## src/rtl/cache_rd_req_issuer_if.sv

```systemverilog
// Bus bundle for the cache read-request issuer. It carries the lookup request stream,
// the AXI4 AR/R channels toward the cache front-end, and the tagged response stream.
interface cache_rd_req_issuer_if #(
    parameter int ADDR_WIDTH = 48,
    parameter int DATA_WIDTH = 64,
    parameter int TAG_WIDTH  = 16
);
    // Lookup request stream from the packet-processing logic
    logic                  req_tvalid;
    logic                  req_tready;
    logic [ADDR_WIDTH-1:0] req_addr;
    logic [TAG_WIDTH-1:0]  req_tag;

    // AXI4 read address channel
    logic                  m_axi_arvalid;
    logic                  m_axi_arready;
    logic [ADDR_WIDTH-1:0] m_axi_araddr;
    logic [7:0]            m_axi_arlen;
    logic [2:0]            m_axi_arsize;
    logic [1:0]            m_axi_arburst;
    logic                  m_axi_arid;

    // AXI4 read data channel
    logic                  m_axi_rvalid;
    logic                  m_axi_rready;
    logic [DATA_WIDTH-1:0] m_axi_rdata;
    logic [1:0]            m_axi_rresp;

    // Tagged response stream back to the requester
    logic                  resp_tvalid;
    logic                  resp_tready;
    logic [DATA_WIDTH-1:0] resp_data;
    logic [TAG_WIDTH-1:0]  resp_tag;
    logic                  resp_err;

    // The issuer side: AXI master toward the cache, sink of requests, source of responses
    modport master (
        input  req_tvalid, req_addr, req_tag,
        output req_tready,
        output m_axi_arvalid, m_axi_araddr, m_axi_arlen, m_axi_arsize, m_axi_arburst, m_axi_arid,
        input  m_axi_arready,
        input  m_axi_rvalid, m_axi_rdata, m_axi_rresp,
        output m_axi_rready,
        output resp_tvalid, resp_data, resp_tag, resp_err,
        input  resp_tready
    );

    // The surrounding system: requester, cache front-end and response consumer
    modport slave (
        output req_tvalid, req_addr, req_tag,
        input  req_tready,
        input  m_axi_arvalid, m_axi_araddr, m_axi_arlen, m_axi_arsize, m_axi_arburst, m_axi_arid,
        output m_axi_arready,
        output m_axi_rvalid, m_axi_rdata, m_axi_rresp,
        input  m_axi_rready,
        input  resp_tvalid, resp_data, resp_tag, resp_err,
        output resp_tready
    );
endinterface

```

## src/rtl/cache_rd_req_issuer.sv

```systemverilog
// Cache read-request issuer.
// Turns {addr, tag} lookup requests into single-beat AXI4 reads toward the LRU cache
// front-end, bounds the number of reads in flight, and pairs each in-order R beat with
// the tag of the request that produced it. ARID is fixed at 0, so responses are in order.
module cache_rd_req_issuer #(
    parameter int ADDR_WIDTH      = 48,
    parameter int DATA_WIDTH      = 64,
    parameter int TAG_WIDTH       = 16,
    parameter int MAX_OUTSTANDING = 8
) (
    input  logic                               clk,
    input  logic                               rst,
    cache_rd_req_issuer_if.master              bus,
    output logic [$clog2(MAX_OUTSTANDING):0]   outstanding,
    output logic                               err_unexpected_r
);

    localparam int PTR_W    = $clog2(MAX_OUTSTANDING);
    localparam int CNT_W    = PTR_W + 1;
    localparam int ADDR_LSB = $clog2(DATA_WIDTH / 8);

    // Clears the byte-offset bits so every read is aligned to one data beat
    localparam logic [ADDR_WIDTH-1:0] ADDR_MASK = {ADDR_WIDTH{1'b1}} << ADDR_LSB;
    localparam logic [CNT_W-1:0]      CNT_MAX   = CNT_W'(MAX_OUTSTANDING);

    // AR output register
    logic                  arvalid_q, arvalid_d;
    logic [ADDR_WIDTH-1:0] araddr_q,  araddr_d;

    // In-flight counter and tag FIFO pointers
    logic [CNT_W-1:0]      count_q,   count_d;
    logic [PTR_W-1:0]      wr_ptr_q,  wr_ptr_d;
    logic [PTR_W-1:0]      rd_ptr_q,  rd_ptr_d;

    // Sticky flag for R beats that arrive with nothing in flight
    logic                  err_q,     err_d;

    // Tag storage; one slot per read that may be in flight
    logic [TAG_WIDTH-1:0]  tag_mem [MAX_OUTSTANDING];

    logic                  have_outstanding;
    logic                  ar_slot_free;
    logic                  fifo_room;
    logic                  accept;
    logic                  deliver;

    // Fixed AR attributes: single beat, full-width, incrementing, single ID
    assign bus.m_axi_arlen   = 8'd0;
    assign bus.m_axi_arsize  = 3'(ADDR_LSB);
    assign bus.m_axi_arburst = 2'b01;
    assign bus.m_axi_arid    = 1'b0;

    assign bus.m_axi_arvalid = arvalid_q;
    assign bus.m_axi_araddr  = araddr_q;
    assign outstanding       = count_q;
    assign err_unexpected_r  = err_q;

    // Handshake decode; the full check uses the registered count, so a delivery
    // at full only re-opens the request port on the following cycle
    always_comb begin
        have_outstanding = (count_q != '0);
        ar_slot_free     = ~arvalid_q | bus.m_axi_arready;
        fifo_room        = (count_q < CNT_MAX);
        bus.req_tready   = ar_slot_free & fifo_room & ~rst;
        accept           = bus.req_tvalid & bus.req_tready;

        bus.resp_tvalid  = 1'b0;
        bus.m_axi_rready = 1'b1;
        if (have_outstanding) begin
            bus.resp_tvalid  = bus.m_axi_rvalid;
            bus.m_axi_rready = bus.resp_tready;
        end

        deliver       = bus.m_axi_rvalid & bus.m_axi_rready & have_outstanding;
        bus.resp_data = bus.m_axi_rdata;
        bus.resp_err  = bus.m_axi_rresp[1];
        bus.resp_tag  = tag_mem[rd_ptr_q];
    end

    // Next-state for the AR register, the in-flight counter, the FIFO pointers and the error flag
    always_comb begin
        arvalid_d = arvalid_q;
        araddr_d  = araddr_q;
        count_d   = count_q;
        wr_ptr_d  = wr_ptr_q;
        rd_ptr_d  = rd_ptr_q;
        err_d     = err_q;

        if (accept) begin
            arvalid_d = 1'b1;
            araddr_d  = bus.req_addr & ADDR_MASK;
        end else if (bus.m_axi_arready) begin
            arvalid_d = 1'b0;
        end

        case ({accept, deliver})
            2'b10:   count_d = count_q + CNT_W'(1);
            2'b01:   count_d = count_q - CNT_W'(1);
            default: count_d = count_q;
        endcase

        if (accept) begin
            wr_ptr_d = wr_ptr_q + PTR_W'(1);
        end
        if (deliver) begin
            rd_ptr_d = rd_ptr_q + PTR_W'(1);
        end

        if (bus.m_axi_rvalid && !have_outstanding) begin
            err_d = 1'b1;
        end
    end

    // State registers; reset discards everything that was in flight
    always_ff @(posedge clk or posedge rst) begin
        if (rst) begin
            arvalid_q <= 1'b0;
            araddr_q  <= '0;
            count_q   <= '0;
            wr_ptr_q  <= '0;
            rd_ptr_q  <= '0;
            err_q     <= 1'b0;
        end else begin
            arvalid_q <= arvalid_d;
            araddr_q  <= araddr_d;
            count_q   <= count_d;
            wr_ptr_q  <= wr_ptr_d;
            rd_ptr_q  <= rd_ptr_d;
            err_q     <= err_d;
        end
    end

    // Tag FIFO storage; the tag is captured in the same cycle its request is accepted
    always_ff @(posedge clk) begin
        if (accept) begin
            tag_mem[wr_ptr_q] <= bus.req_tag;
        end
    end

endmodule

```

## src/flat_wrapper.sv

```systemverilog
// flat-port wrapper written by rule: the top's interface ports become plain ports
module cache_rd_req_issuer_flat 
#(
    parameter int ADDR_WIDTH      = 48,
    parameter int DATA_WIDTH      = 64,
    parameter int TAG_WIDTH       = 16,
    parameter int MAX_OUTSTANDING = 8
)
  (clk, rst, outstanding, err_unexpected_r, bus_req_tvalid, bus_req_addr, bus_req_tag, bus_req_tready, bus_m_axi_arvalid, bus_m_axi_araddr, bus_m_axi_arlen, bus_m_axi_arsize, bus_m_axi_arburst, bus_m_axi_arid, bus_m_axi_arready, bus_m_axi_rvalid, bus_m_axi_rdata, bus_m_axi_rresp, bus_m_axi_rready, bus_resp_tvalid, bus_resp_data, bus_resp_tag, bus_resp_err, bus_resp_tready);
  cache_rd_req_issuer_if #(.ADDR_WIDTH(ADDR_WIDTH), .DATA_WIDTH(DATA_WIDTH), .TAG_WIDTH(TAG_WIDTH)) bus_i ();
  input  logic clk;
  input  logic rst;
  output logic [$clog2(MAX_OUTSTANDING):0] outstanding;
  output logic err_unexpected_r;
  input wire logic [$bits(bus_i.req_tvalid)-1:0] bus_req_tvalid;
  input wire logic [$bits(bus_i.req_addr)-1:0] bus_req_addr;
  input wire logic [$bits(bus_i.req_tag)-1:0] bus_req_tag;
  output wire logic [$bits(bus_i.req_tready)-1:0] bus_req_tready;
  output wire logic [$bits(bus_i.m_axi_arvalid)-1:0] bus_m_axi_arvalid;
  output wire logic [$bits(bus_i.m_axi_araddr)-1:0] bus_m_axi_araddr;
  output wire logic [$bits(bus_i.m_axi_arlen)-1:0] bus_m_axi_arlen;
  output wire logic [$bits(bus_i.m_axi_arsize)-1:0] bus_m_axi_arsize;
  output wire logic [$bits(bus_i.m_axi_arburst)-1:0] bus_m_axi_arburst;
  output wire logic [$bits(bus_i.m_axi_arid)-1:0] bus_m_axi_arid;
  input wire logic [$bits(bus_i.m_axi_arready)-1:0] bus_m_axi_arready;
  input wire logic [$bits(bus_i.m_axi_rvalid)-1:0] bus_m_axi_rvalid;
  input wire logic [$bits(bus_i.m_axi_rdata)-1:0] bus_m_axi_rdata;
  input wire logic [$bits(bus_i.m_axi_rresp)-1:0] bus_m_axi_rresp;
  output wire logic [$bits(bus_i.m_axi_rready)-1:0] bus_m_axi_rready;
  output wire logic [$bits(bus_i.resp_tvalid)-1:0] bus_resp_tvalid;
  output wire logic [$bits(bus_i.resp_data)-1:0] bus_resp_data;
  output wire logic [$bits(bus_i.resp_tag)-1:0] bus_resp_tag;
  output wire logic [$bits(bus_i.resp_err)-1:0] bus_resp_err;
  input wire logic [$bits(bus_i.resp_tready)-1:0] bus_resp_tready;
  assign bus_i.req_tvalid = bus_req_tvalid;
  assign bus_i.req_addr = bus_req_addr;
  assign bus_i.req_tag = bus_req_tag;
  assign bus_req_tready = bus_i.req_tready;
  assign bus_m_axi_arvalid = bus_i.m_axi_arvalid;
  assign bus_m_axi_araddr = bus_i.m_axi_araddr;
  assign bus_m_axi_arlen = bus_i.m_axi_arlen;
  assign bus_m_axi_arsize = bus_i.m_axi_arsize;
  assign bus_m_axi_arburst = bus_i.m_axi_arburst;
  assign bus_m_axi_arid = bus_i.m_axi_arid;
  assign bus_i.m_axi_arready = bus_m_axi_arready;
  assign bus_i.m_axi_rvalid = bus_m_axi_rvalid;
  assign bus_i.m_axi_rdata = bus_m_axi_rdata;
  assign bus_i.m_axi_rresp = bus_m_axi_rresp;
  assign bus_m_axi_rready = bus_i.m_axi_rready;
  assign bus_resp_tvalid = bus_i.resp_tvalid;
  assign bus_resp_data = bus_i.resp_data;
  assign bus_resp_tag = bus_i.resp_tag;
  assign bus_resp_err = bus_i.resp_err;
  assign bus_i.resp_tready = bus_resp_tready;
  cache_rd_req_issuer #(.ADDR_WIDTH(ADDR_WIDTH), .DATA_WIDTH(DATA_WIDTH), .TAG_WIDTH(TAG_WIDTH), .MAX_OUTSTANDING(MAX_OUTSTANDING)) u_core (.clk(clk), .rst(rst), .bus(bus_i), .outstanding(outstanding), .err_unexpected_r(err_unexpected_r));
endmodule
```

## config.mk

```make
export PLATFORM = sky130hd
export DESIGN_NAME = cache_rd_req_issuer_flat
export DESIGN_NICKNAME = d
export VERILOG_FILES = /design/src/rtl/cache_rd_req_issuer_if.sv /design/src/rtl/cache_rd_req_issuer.sv /design/src/flat_wrapper.sv
export SDC_FILE = /design/constraint.sdc
export NUM_CORES = 1
export LEC_CHECK = 0
export CAP_MARGIN = 0
export CORE_UTILIZATION = 30
export CTS_BUF_LIST = sky130_fd_sc_hd__clkbuf_4 sky130_fd_sc_hd__clkbuf_8
export CTS_CLUSTER_SIZE = 16
export DETAILED_ROUTE_END_ITERATION = 8
export GPL_ROUTABILITY_DRIVEN = 0
export PLACE_DENSITY = 0.57
export SLEW_MARGIN = 10
export SYNTH_ARGS = -nofsm -noshare
export SYNTH_HDL_FRONTEND = slang
export SYNTH_SLANG_ARGS = --single-unit
```

## constraint.sdc

```tcl
create_clock -name clk -period 5.9 [get_ports clk]
set_input_delay 1.475 -clock clk [delete_from_list [all_inputs] [get_ports clk]]
set_output_delay 1.475 -clock clk [all_outputs]
set_load 0.03 [all_outputs]
```

==> results.txt, run 1 <==
----------------------------------------------------
[Clock tree]
  Cts bufs inserted ... 17
  TritonCTS clock tree ... yes
  Number of gates given a new drive strength after cts ... 0
  Number of hold buffers added after cts ... 0
  Clk pin slew, worst setup/hold paths ... 0.11 ns
  Clock Tree Root ... clkbuf_8
  TritonCTS sink count ... 185
  Maximum root-to-sink buffer count ... 2
  H-tree Lvls ... 4
  Post-CTS setup buffer count ... 0
  Clock latency at the later pin of the worst-skew pair ... 0.48 ns

[Placement]
  Half-perimeter wire length of the detailed placement result ... 9610 microns
  I/O Buffers ... 136

[Logic synthesis]
  Share of cell area taken by muxes after synthesis ... 19.5%
  Register bit total from synthesis ... 185
  Most used flip-flop cell after synthesis ... edfxtp_1
  Count of warnings emitted by yosys ... 0
  Yosys top cell area share ... 48.4%
  Proportion of synthesized chip area in sequential cells ... 66.4%
  Number of enable-type register cells in the synthesized netlist ... 128
  Cell type contributing the most total cell area after synthesis ... edfxtp_1
  Synthesized-area fraction occupied by ao, oa, aoi and oai cells ... 0.773%
  Post-synthesis xor/xnor area fraction ... 0.662%
  Post-synth top cells ... edfxtp_1, buf_4, mux2_2
  Netlist area before placement ... 7940 sq um
  Biggest area contributors in the synthesized netlist ... edfxtp_1, dfrtp_1, mux2_2, mux4_1, buf_4
  Count of unique library cells instantiated by Yosys ... 37
  Adder and majority gate portion of the synthesized area ... 1.04%
  Async S/R FF share, synth ... 30.8%
  Syn Area/Cell ... 18.2 sq um
  Most common cell in the netlist ... edfxtp_1
  Main combinational cell family by area after synthesis ... multiplexers
  Simple logic cell fraction of the synthesized area ... 2.02%
  Gate count of the mapped netlist ... 437

[Worst setup path]
  Cell type with the highest occurrence count on the critical path ... clkdlybuf4s50_1
  CP startpoint kind ... primary input
  Buffers & Inverters on Critical Path ... 2
  Required time at the endpoint of the critical path ... 4.43 ns
  Cell family with most CP delay ... buffers and inverters
  Kind of end point of the critical path ... output port
  Data arrival time of the critical path ... 2.96 ns
  Maximum single-stage delay on the critical path ... 0.69 ns
  Worst Path Max Fanout ... 3
  CP max stage cell ... clkdlybuf4s50_1
  CP Class ... in -> out
  Critical Path, Cell by Cell ... clkdlybuf4s50_1 -> nor2_1 -> and2_1 -> clkdlybuf4s50_1

[Global route]
  Met1 capacity usage during global routing ... 13.6%
  Maximum number of pins on one net before global-route repair ... 58
  Global-route wire length before repair ... 23600 microns
  Met2 demand-to-capacity share in global routing ... 19.9%
  Met3 capacity usage during global routing ... 4.39%
  Number of global-route vias before repair ... 4207
  Total global routing overflow ... 0
  Most used routing layer in global routing ... met2
  Initial antenna violation count ... 1
  GRT Util Overall ... 11.9%

[Timing]
  Slew of the pin with the lowest slew margin ... 1.04 ns
  Maximum clock skew at final layout ... 0.0221 ns
  Number of slew-limit violations in the final report ... 0
  Unrepaired setup endpoints after global routing ... false
  Number of hold violations in the final report ... 0
  Period utilisation layout ... 75.2%
  Setup TNS ... 0 ns
  Max transition margin ... 30.7%
  Count of endpoints failing setup in the final report ... 0
  Min cycle time layout ... 4.44 ns
  FMAX ... 225 MHz

[Route]
  Routed WL ... 15600 microns
  Detail Route Antenna Nets ... 0
  Vias per cell ... 4.54
  Number of DRC violations after detailed-routing iteration 0 ... 190
  DRC violation count after routing ... 0
  Iteration count of the initial detailed-routing pass ... 4
  Total vias in the final route ... 3933
  Per-cell routed wire length ... 18.0 microns

[Pwr]
  Peak ir drop on the vdd network ... 0.319 mV
  Part of the power in the clock network ... 19.2%
  Part of the total power dissipated in sequential elements ... 38.8%
  Internal power consumption ... 0.00293 W
  Lkg Pwr ... 3.42 nW
  Ratio of total power to cell area ... 488 nW/um^2
  Switching Power ... 0.00178 W
  Switching share of power ... 37.9%
  Fraction of power consumed by combinational cells ... 41.9%

[Final layout]
  N_diodes ... 0
  Signed area change from the synthesized netlist to the final layout ... 21.5%
  Final Util ... 37.1%
  Area occupied by multi-input gates ... 2020 sq um
  Reg area ... 5270 sq um
  Number of fill cells ... 2424
  Share of post-route cells with drive strength above 1 ... 23.9%
  Net count reported at finish ... 661

[Floorplanning]
  Die width ... 165 microns
  Placeable core region ... 26000 sq um
  Initial standard-cell utilization of the core ... 30.5%
  Number of primary I/O pins ... 288
  Standard-cell row count ... 59
  Total die area ... 27100 sq um
  Die span in y ... 165 microns

[Run status]
  Result of the run ... completed

[Hold path]
  Path category of the worst min-delay check ... reg -> reg

[Job]
  Max capacitance violation total ... 0

----------------------------------------------------
[state kept, by name (all words and copies together), names as in the netlist]
signal / flops
u_core.bus.m_axi_araddr: 45
u_core.wr_ptr_q: 3
u_core.err_unexpected_r: 1
u_core.bus.m_axi_arvalid: 1
u_core.rd_ptr_q: 3
u_core.outstanding: 4
u_core.tag_mem: 128
[layout by cell type, fill, tap and decap left out, types with 5 or more instances in the layout]
master           netlist  routed
buf_4                 84      12
clkbuf_8               0      17
clkdlybuf4s50_1        0     136
clkinv_8               0       8
conb_1                 2      17
dfrtp_1               57      57
edfxtp_1             128     128
ha_1                   5       5
inv_1                  7       6
mux2_2                64      64
mux4_1                25      25
mux4_2                 7       7
xnor2_1                5       5
[worst register-to-register path, cell delays in order, from the launching register on]
cell and delay, ns:
dfrtp_1 0.48, o41a_1 0.51, nand2_1 0.17, inv_1 0.06, ha_1 0.29, ha_1 0.37, or4b_2 0.69, o311ai_0 0.14
o211ai_1 0.12
[power groups by stage]
stage,combinational [W],clock [W],sequential [W]
after floorplan,0.00104,0,0.00213
after global placement,0.00197,0,0.00183
after detailed placement,0.00199,0,0.00185
after CTS,0.00200,0.000942,0.00183
after global routing,0.00210,0.000997,0.00186
final,0.00197,0.000906,0.00183
[area by class of cell]
class	instances	area share, %
timing repair buffer	148	15.1
sequential	185	54.7
clock inverter	15	2.31
clock buffer	17	2.43
multi-input combinational	160	20.9
inverter	7	0.273
tap	335	4.35
[through the flow]
stage,setup WS (ns),hold WS [ns],instances,power (W),area (sq um)
final,1.46,0.483,867,0.00471,9640
after global routing,1.34,0.501,867,0.00495,9640
after CTS,1.41,0.486,867,0.00478,9640
after detailed placement,1.46,0.461,835,0.00385,9190
after global placement,1.47,0.439,835,0.00381,9190
after floorplan,1.60,0.525,452,0.00318,7990
[worst paths after layout]
check / start / end / slack (ns) / cells past startpoint
worst max-delay path: rst / bus_req_tready / 1.46 / 4
worst min-delay path: u_core.err_unexpected_r / u_core.err_unexpected_r / 0.48 / 1
worst max register to register: u_core.outstanding[0] / u_core.outstanding[3] / 2.94 / 8
worst min register to register: u_core.err_unexpected_r / u_core.err_unexpected_r / 0.48 / 1
max in group asynchronous: rst / u_core.bus.m_axi_araddr[13] / 3.85 / 3
min in group asynchronous: rst / u_core.wr_ptr_q[1] / 1.54 / 3
[logic make-up after synthesis]
kind of cell | Yosys count
multiplexers | 97
other | 2
AO/OA/AOI/OAI | 8
flip-flops | 185
XOR/XNOR | 6
AND/OR/NAND/NOR | 26
adder cells (fa/ha/maj) | 6
buffers and inverters | 107
[metal layers]
layer / vias up / routed length [microns] / part of all wire (%)
met1: 2010 / 6330 / 41
met2: 141 / 7850 / 50
met4: 2 / 355 / 2.3
met5: - / 9 / 0.058
met3: 45 / 1040 / 6.7
li1: 1735 / - / -
Note: power is estimated with default switching activity, not from simulation.
==> run 2: changes to the inputs <==
==> constraint.sdc (replaced) <==
create_clock -name clk -period 4.5 [get_ports clk]
set_input_delay 1.125 -clock clk [delete_from_list [all_inputs] [get_ports clk]]
set_output_delay 1.125 -clock clk [all_outputs]
set_load 0.03 [all_outputs]
==> run 2 against run 1 <==
Net effect: clock skew shrank 0.0025 ns; die area is the same; first-iteration DRC count grew 54%; sequential share of layout area shrank 0.085 points; critical path depth is the same; via count grew 0.36%.
==> results.txt, run 2 (same netlist as run 1, synthesis figures left out) <==
----------------------------------------------------
[Route]
  M1 wire length ... 6320 microns (-0.27%)
  DRC violation count after routing ... 0 (unchanged)
  Routed WL ... 15800 microns (+1.6%)
  Detail Route Antenna Nets ... 0 (unchanged)
  Highest metal layer with signal wires ... met5
  Iteration count of the initial detailed-routing pass ... 4 (unchanged)
  Number of DRC violations after detailed-routing iteration 0 ... 292 (+54%)
  Routed wire length on met2 ... 8100 microns (+3.2%)
  Routed length on met3 ... 1110 microns (+6.2%)
  Vias per cell ... 4.55 (+0.24%)
  Total vias in the final route ... 3947 (+0.36%)
  Per-cell routed wire length ... 18.2 microns (+1.4%)

[Floorplanning]
  Die span in y ... 165 microns (unchanged)
  Total die area ... 27100 sq um (unchanged)
  Number of primary I/O pins ... 288 (unchanged)
  Die width ... 165 microns (unchanged)
  Placeable core region ... 26000 sq um (unchanged)
  Standard-cell row count ... 59 (unchanged)
  Initial standard-cell utilization of the core ... 30.5% (unchanged)

[Pwr]
  Fraction of power consumed by combinational cells ... 42.1% (+0.2 points)
  Part of the total power dissipated in sequential elements ... 38.4% (-0.4 points)
  Lkg Pwr ... 3.43 nW (+0.22%)
  Switching share of power ... 37.9% (+0.091 points)
  Ratio of total power to cell area ... 644 nW/um^2 (+32%)
  Part of the power in the clock network ... 19.5% (+0.3 points)
  Switching Power ... 0.00236 W (+32%)
  Peak ir drop on the vdd network ... 0.328 mV (+2.9%)
  Internal power consumption ... 0.00386 W (+32%)

[Timing]
  Number of slew-limit violations in the final report ... 0 (unchanged)
  Period utilisation layout ... 85.8%
  Max transition margin ... 36.9% (+6.2 points)
  Min cycle time layout ... 3.86 ns
  Maximum clock skew at final layout ... 0.0196 ns (-0.00246 ns)
  FMAX ... 259 MHz
  Unrepaired setup endpoints after global routing ... false
  Count of endpoints failing setup in the final report ... 0 (unchanged)
  Setup TNS ... 0 ns (unchanged)
  Slew of the pin with the lowest slew margin ... 0.947 ns (-0.0934 ns)
  Number of hold violations in the final report ... 0 (unchanged)

[Clock tree]
  Cts bufs inserted ... 17 (unchanged)
  TritonCTS sink count ... 185 (unchanged)
  Clk pin slew, worst setup/hold paths ... 0.12 ns (about the same)
  Number of gates given a new drive strength after cts ... 0 (unchanged)
  Number of hold buffers added after cts ... 0 (unchanged)
  TritonCTS clock tree ... yes
  Maximum root-to-sink buffer count ... 2 (unchanged)
  Clock latency at the later pin of the worst-skew pair ... 0.47 ns (about the same)
  H-tree Lvls ... 4 (unchanged)
  Clock Tree Root ... clkbuf_8
  Post-CTS setup buffer count ... 0 (unchanged)

[Final layout]
  N_diodes ... 0 (unchanged)
  Non-filler cells in the finished layout ... 868 (+0.12%)
  Max FFs per register ... 128 (unchanged)
  Share of post-route cells with drive strength above 1 ... 24.0% (+0.14 points)
  Largest Register ... u_core.tag_mem
  Net count reported at finish ... 662 (+0.15%)
  Most common cell after layout, fill and taps aside ... clkdlybuf4s50_1
  Highest-count cells in the layout ignoring fill and taps ... clkdlybuf4s50_1, edfxtp_1, mux2_2
  Signed area change from the synthesized netlist to the final layout ... 21.7%
  Final Util ... 37.2% (+0.058 points)

[Worst setup path]
  CP Class ... reg -> out
  CP startpoint kind ... register
  Worst Path Max Fanout ... 32 (+29)
  Buffers & Inverters on Critical Path ... 2 (unchanged)
  Cell family with most CP delay ... multiplexers
  Critical Path, Cell by Cell ... buf_12 -> mux4_1 -> mux2_2 -> clkdlybuf4s50_1
  CP max stage cell ... mux4_1
  Worst setup slack for register-to-register paths ... 1.58 ns (-1.36 ns)
  Data arrival time of the critical path ... 2.74 ns (-0.22 ns)
  Kind of end point of the critical path ... output port
  Required time at the endpoint of the critical path ... 3.38 ns (-1.05 ns)
  Maximum single-stage delay on the critical path ... 0.60 ns (-0.09 ns)

[Global route]
  Global-route wire length before repair ... 24300 microns (+3.0%)
  Initial antenna violation count ... 1 (unchanged)
  Number of global-route vias before repair ... 4311 (+2.5%)
  GRT Util Overall ... 12.1% (+0.26 points)
  Total global routing overflow ... 0 (unchanged)
  Maximum number of pins on one net before global-route repair ... 57 (-1.7%)

[Hold path]
  Path category of the worst min-delay check ... reg -> reg

[Run status]
  Result of the run ... completed

[Placement]
  Half-perimeter wire length of the detailed placement result ... 9810 microns (+2.1%)
  # placed instances ... 836 (+0.12%)
  I/O Buffers ... 136 (unchanged)

[Job]
  Max capacitance violation total ... 0 (unchanged)

----------------------------------------------------
run 2: cell count changes in the layout (fill, tap and decap cells not counted):
cell,change
inv_8,-2
inv_6,+2
inv_12,+3
clkinv_8,-3
buf_12,+1
run 2: per-layer routing:
metal,vias up,GRT usage [%]
met2,149,20.4
met3,37,4.57
met5,-,0
met1,2022,14.1
li1,1737,-
met4,2,4.38
run 2: power by group through the flow:
stage | combinational [W] | sequential [W] | clock [W]
finish | 0.00262 | 0.00239 | 0.00121
global route | 0.00278 | 0.00244 | 0.00132
CTS | 0.00266 | 0.00240 | 0.00126
detailed placement | 0.00265 | 0.00243 | 0
global placement | 0.00261 | 0.00241 | 0
floorplan | 0.00137 | 0.00280 | 0
run 2: through the flow:
stage	area [sq um]	hold WS [ns]	total power [W]	setup WS (ns)
after floorplan	7990	0.525	0.00417	0.548
after global placement	9210	0.438	0.00502	0.782
after detailed placement	9210	0.459	0.00508	0.712
after CTS	9660	0.485	0.00632	0.570
after global routing	9660	0.521	0.00655	0.497
final	9660	0.475	0.00622	0.640
run 2: path summary, 6_finish.rpt:
path                                              start                    endpoint  cells past startpoint
worst max register to register    u_core.outstanding[0]       u_core.outstanding[3]                      8
worst min-delay path            u_core.err_unexpected_r     u_core.err_unexpected_r                      1
max in group asynchronous                           rst  u_core.bus.m_axi_araddr[6]                      3
worst max-delay path                 u_core.rd_ptr_q[0]            bus_resp_tag[13]                      4
min in group asynchronous                           rst          u_core.wr_ptr_q[0]                      2
worst min register to register  u_core.err_unexpected_r     u_core.err_unexpected_r                      1
run 2: cell type report:
| class | count | area (sq um) |
|---|---|---|
| inverters | 7 | 26.3 |
| clock inverters | 15 | 218 |
| clock buffers | 17 | 234 |
| well taps | 335 | 419 |
| multi-input cells | 160 | 2020 |
| fillers | 2416 | 16300 |
| repair buffers | 149 | 1470 |
| flip-flops and latches | 185 | 5270 |
run 2: worst register-to-register path, delay by kind of cell (launching register included):
family,cells,cell delay [ns]
fa+ha+maj,2,0.66
simple gates,2,0.83
buf+inv,1,0.06
flops,1,0.48
compound gates,3,0.77
==> run 3: changes to the inputs <==
==> constraint.sdc (replaced) <==
create_clock -name clk -period 4.3 [get_ports clk]
set_input_delay 1.075 -clock clk [delete_from_list [all_inputs] [get_ports clk]]
set_output_delay 1.075 -clock clk [all_outputs]
set_load 0.03 [all_outputs]
==> run 3 against run 2 <==
Net effect: clock power is 4% higher; final cell count increased by 0.12%; clock-buffer cell count is the same; critical path depth stayed put; worst setup slack got worse by 0.13 ns; core utilization barely moved.
==> results.txt, run 3 (same netlist as run 1, synthesis figures left out) <==
----------------------------------------------------
[Run status]
  Result of the run ... completed

[Placement]
  # placed instances ... 837 (+0.12%)
  Pre-CTS WS ... 0.483 ns (-0.229 ns)
  I/O Buffers ... 136 (unchanged)
  Half-perimeter wire length of the detailed placement result ... 9690 microns (-1.3%)

[Worst setup path]
  Kind of end point of the critical path ... output port
  CP Class ... reg -> out
  Required time at the endpoint of the critical path ... 3.22 ns (-0.16 ns)
  End of the critical path ... bus_resp_tag[8]
  Worst flop-to-flop path endpoint ... u_core.outstanding[3]
  Worst Path Max Fanout ... 32 (unchanged)
  Launch point of the worst reg-to-reg path ... u_core.outstanding[0]
  Data arrival time of the critical path ... 2.72 ns (-0.02 ns)
  Worst setup slack for register-to-register paths ... 1.40 ns (-0.18 ns)
  CP startpoint kind ... register
  Reg2reg path depth ... 8 (unchanged)
  Critical path startpoint ... u_core.rd_ptr_q[0]

[Final layout]
  Number of fill cells ... 2436 (+0.83%)
  Reg area ... 5270 sq um (unchanged)
  Share of post-route cells with drive strength above 1 ... 24.2% (+0.14 points)
  Area occupied by multi-input gates ... 2020 sq um (unchanged)
  N_diodes ... 0 (unchanged)
  Most common cell after layout, fill and taps aside ... clkdlybuf4s50_1
  Highest-count cells in the layout ignoring fill and taps ... clkdlybuf4s50_1, edfxtp_1, mux2_2
  Net count reported at finish ... 663 (+0.15%)
  Signed area change from the synthesized netlist to the final layout ... 21.8%
  Max FFs per register ... 128 (unchanged)
  Largest Register ... u_core.tag_mem
  Non-filler cells in the finished layout ... 869 (+0.12%)

[Global route]
  Number of global-route vias before repair ... 4233 (-1.8%)
  Total global routing overflow ... 0 (unchanged)
  Initial antenna violation count ... 1 (unchanged)
  GRT Util Overall ... 11.8% (-0.36 points)
  Maximum number of pins on one net before global-route repair ... 49 (-14%)
  Global-route wire length before repair ... 23600 microns (-2.9%)

[Route]
  Routed WL ... 15500 microns (-1.9%)
  Per-cell routed wire length ... 17.9 microns (-2.0%)
  Detail Route Antenna Nets ... 0 (unchanged)
  DRC violation count after routing ... 0 (unchanged)
  Total vias in the final route ... 3951 (+0.10%)
  Number of DRC violations after detailed-routing iteration 0 ... 154 (-47%)
  Vias per cell ... 4.55 (about the same)
  Iteration count of the initial detailed-routing pass ... 4 (unchanged)

[Floorplanning]
  Die span in y ... 165 microns (unchanged)
  Die width ... 165 microns (unchanged)
  Total die area ... 27100 sq um (unchanged)
  Standard-cell row count ... 59 (unchanged)
  Number of primary I/O pins ... 288 (unchanged)
  Placeable core region ... 26000 sq um (unchanged)
  Initial standard-cell utilization of the core ... 30.5% (unchanged)

[Clock tree]
  Clock Tree Root ... clkbuf_8
  Post-CTS setup buffer count ... 0 (unchanged)
  TritonCTS clock tree ... yes
  Number of hold buffers added after cts ... 0 (unchanged)
  Maximum root-to-sink buffer count ... 2 (unchanged)
  Cts bufs inserted ... 17 (unchanged)
  Number of gates given a new drive strength after cts ... 0 (unchanged)
  H-tree Lvls ... 4 (unchanged)
  Clk pin slew, worst setup/hold paths ... 0.11 ns (about the same)
  TritonCTS sink count ... 185 (unchanged)
  Clock latency at the later pin of the worst-skew pair ... 0.47 ns (about the same)

[Timing]
  Worst setup margin ... 0.510 ns (-0.130 ns)
  Number of slew-limit violations in the final report ... 0 (unchanged)
  Min cycle time layout ... 3.79 ns
  Max transition margin ... 48.7% (+12 points)
  Period utilisation layout ... 88.1%
  Number of hold violations in the final report ... 0 (unchanged)
  FMAX ... 264 MHz
  Setup TNS ... 0 ns (unchanged)
  Count of endpoints failing setup in the final report ... 0 (unchanged)
  Maximum clock skew at final layout ... 0.0187 ns (-0.000950 ns)
  Slew of the pin with the lowest slew margin ... 0.769 ns (-0.178 ns)
  Unrepaired setup endpoints after global routing ... false

[Pwr]
  Lkg Pwr ... 3.44 nW (+0.22%)
  Ratio of total power to cell area ... 671 nW/um^2 (+4.2%)
  Overall power consumption ... 0.00649 W (+4.3%)
  Peak ir drop on the vdd network ... 0.355 mV (+8.2%)

[Job]
  Max capacitance violation total ... 0 (unchanged)

[Hold path]
  Path category of the worst min-delay check ... reg -> reg

----------------------------------------------------
==> run 3: changes by cell type in the layout (fill, tap and decap cells not counted), sizes merged <==
| cell | previous run | this run |
|---|---|---|
| inv | 17 | 16 |
| buf | 13 | 14 |
| clkinv | 5 | 6 |
==> run 3: worst min-delay path by stage <==
stage | startpoint | endpoint | slack (ns) | cells after the start
final | u_core.err_unexpected_r | u_core.err_unexpected_r | 0.47 | 1
after global routing | u_core.rd_ptr_q[2] | u_core.rd_ptr_q[2] | 0.50 | 1
after CTS | u_core.err_unexpected_r | u_core.err_unexpected_r | 0.47 | 1
after detailed placement | u_core.err_unexpected_r | u_core.err_unexpected_r | 0.45 | 1
after global placement | u_core.err_unexpected_r | u_core.err_unexpected_r | 0.44 | 1
after floorplan | u_core.wr_ptr_q[2] | u_core.wr_ptr_q[2] | 0.53 | 1
==> run 3: final cells by class <==
class | instances | share of cell area (%)
Sequential cell | 185 | 54.5
Multi-Input combinational cell | 160 | 20.9
Timing Repair Buffer | 150 | 15.3
Tap cell | 335 | 4.33
Clock buffer | 17 | 2.42
Clock inverter | 15 | 2.30
Inverter | 7 | 0.272
==> run 3: through the flow <==
step / hold WS [ns] / cell area [sq um] / util, %
after floorplan: 0.525 / 7990 / -
after global placement: 0.441 / 9210 / 35.5
after detailed placement: 0.447 / 9210 / 35.5
after CTS: 0.472 / 9670 / 37.2
after global routing: 0.497 / 9670 / 37.2
final: 0.465 / 9670 / 37.2
==> run 3: routing by layer <==
layer  track usage (%)  share of wire (%)  vias to the layer above  wire, microns
met2              20.1                 51                      142           7900
met4              4.55                1.9                        2            289
met5                 0              0.052                        -              8
li1                  -                  -                     1740              -
met1              13.4                 41                     2028           6290
met3              4.29                6.7                       39           1040
==> run 3: worst max-delay path: stages, from the launching register on <==
cell and delay [ns]:
dfrtp_1 0.45, buf_12 0.28, mux4_1 0.61, mux2_2 0.28, clkdlybuf4s50_1 0.63
==> run 3: power by group <==
| group | leakage (nW) | internal [W] | switching (W) | total (W) |
|---|---|---|---|---|
| clock network | 0.224 | 0.000480 | 0.000776 | 0.00126 |
| logic | 1.39 | 0.00132 | 0.00146 | 0.00277 |
| registers | 1.82 | 0.00224 | 0.000216 | 0.00246 |
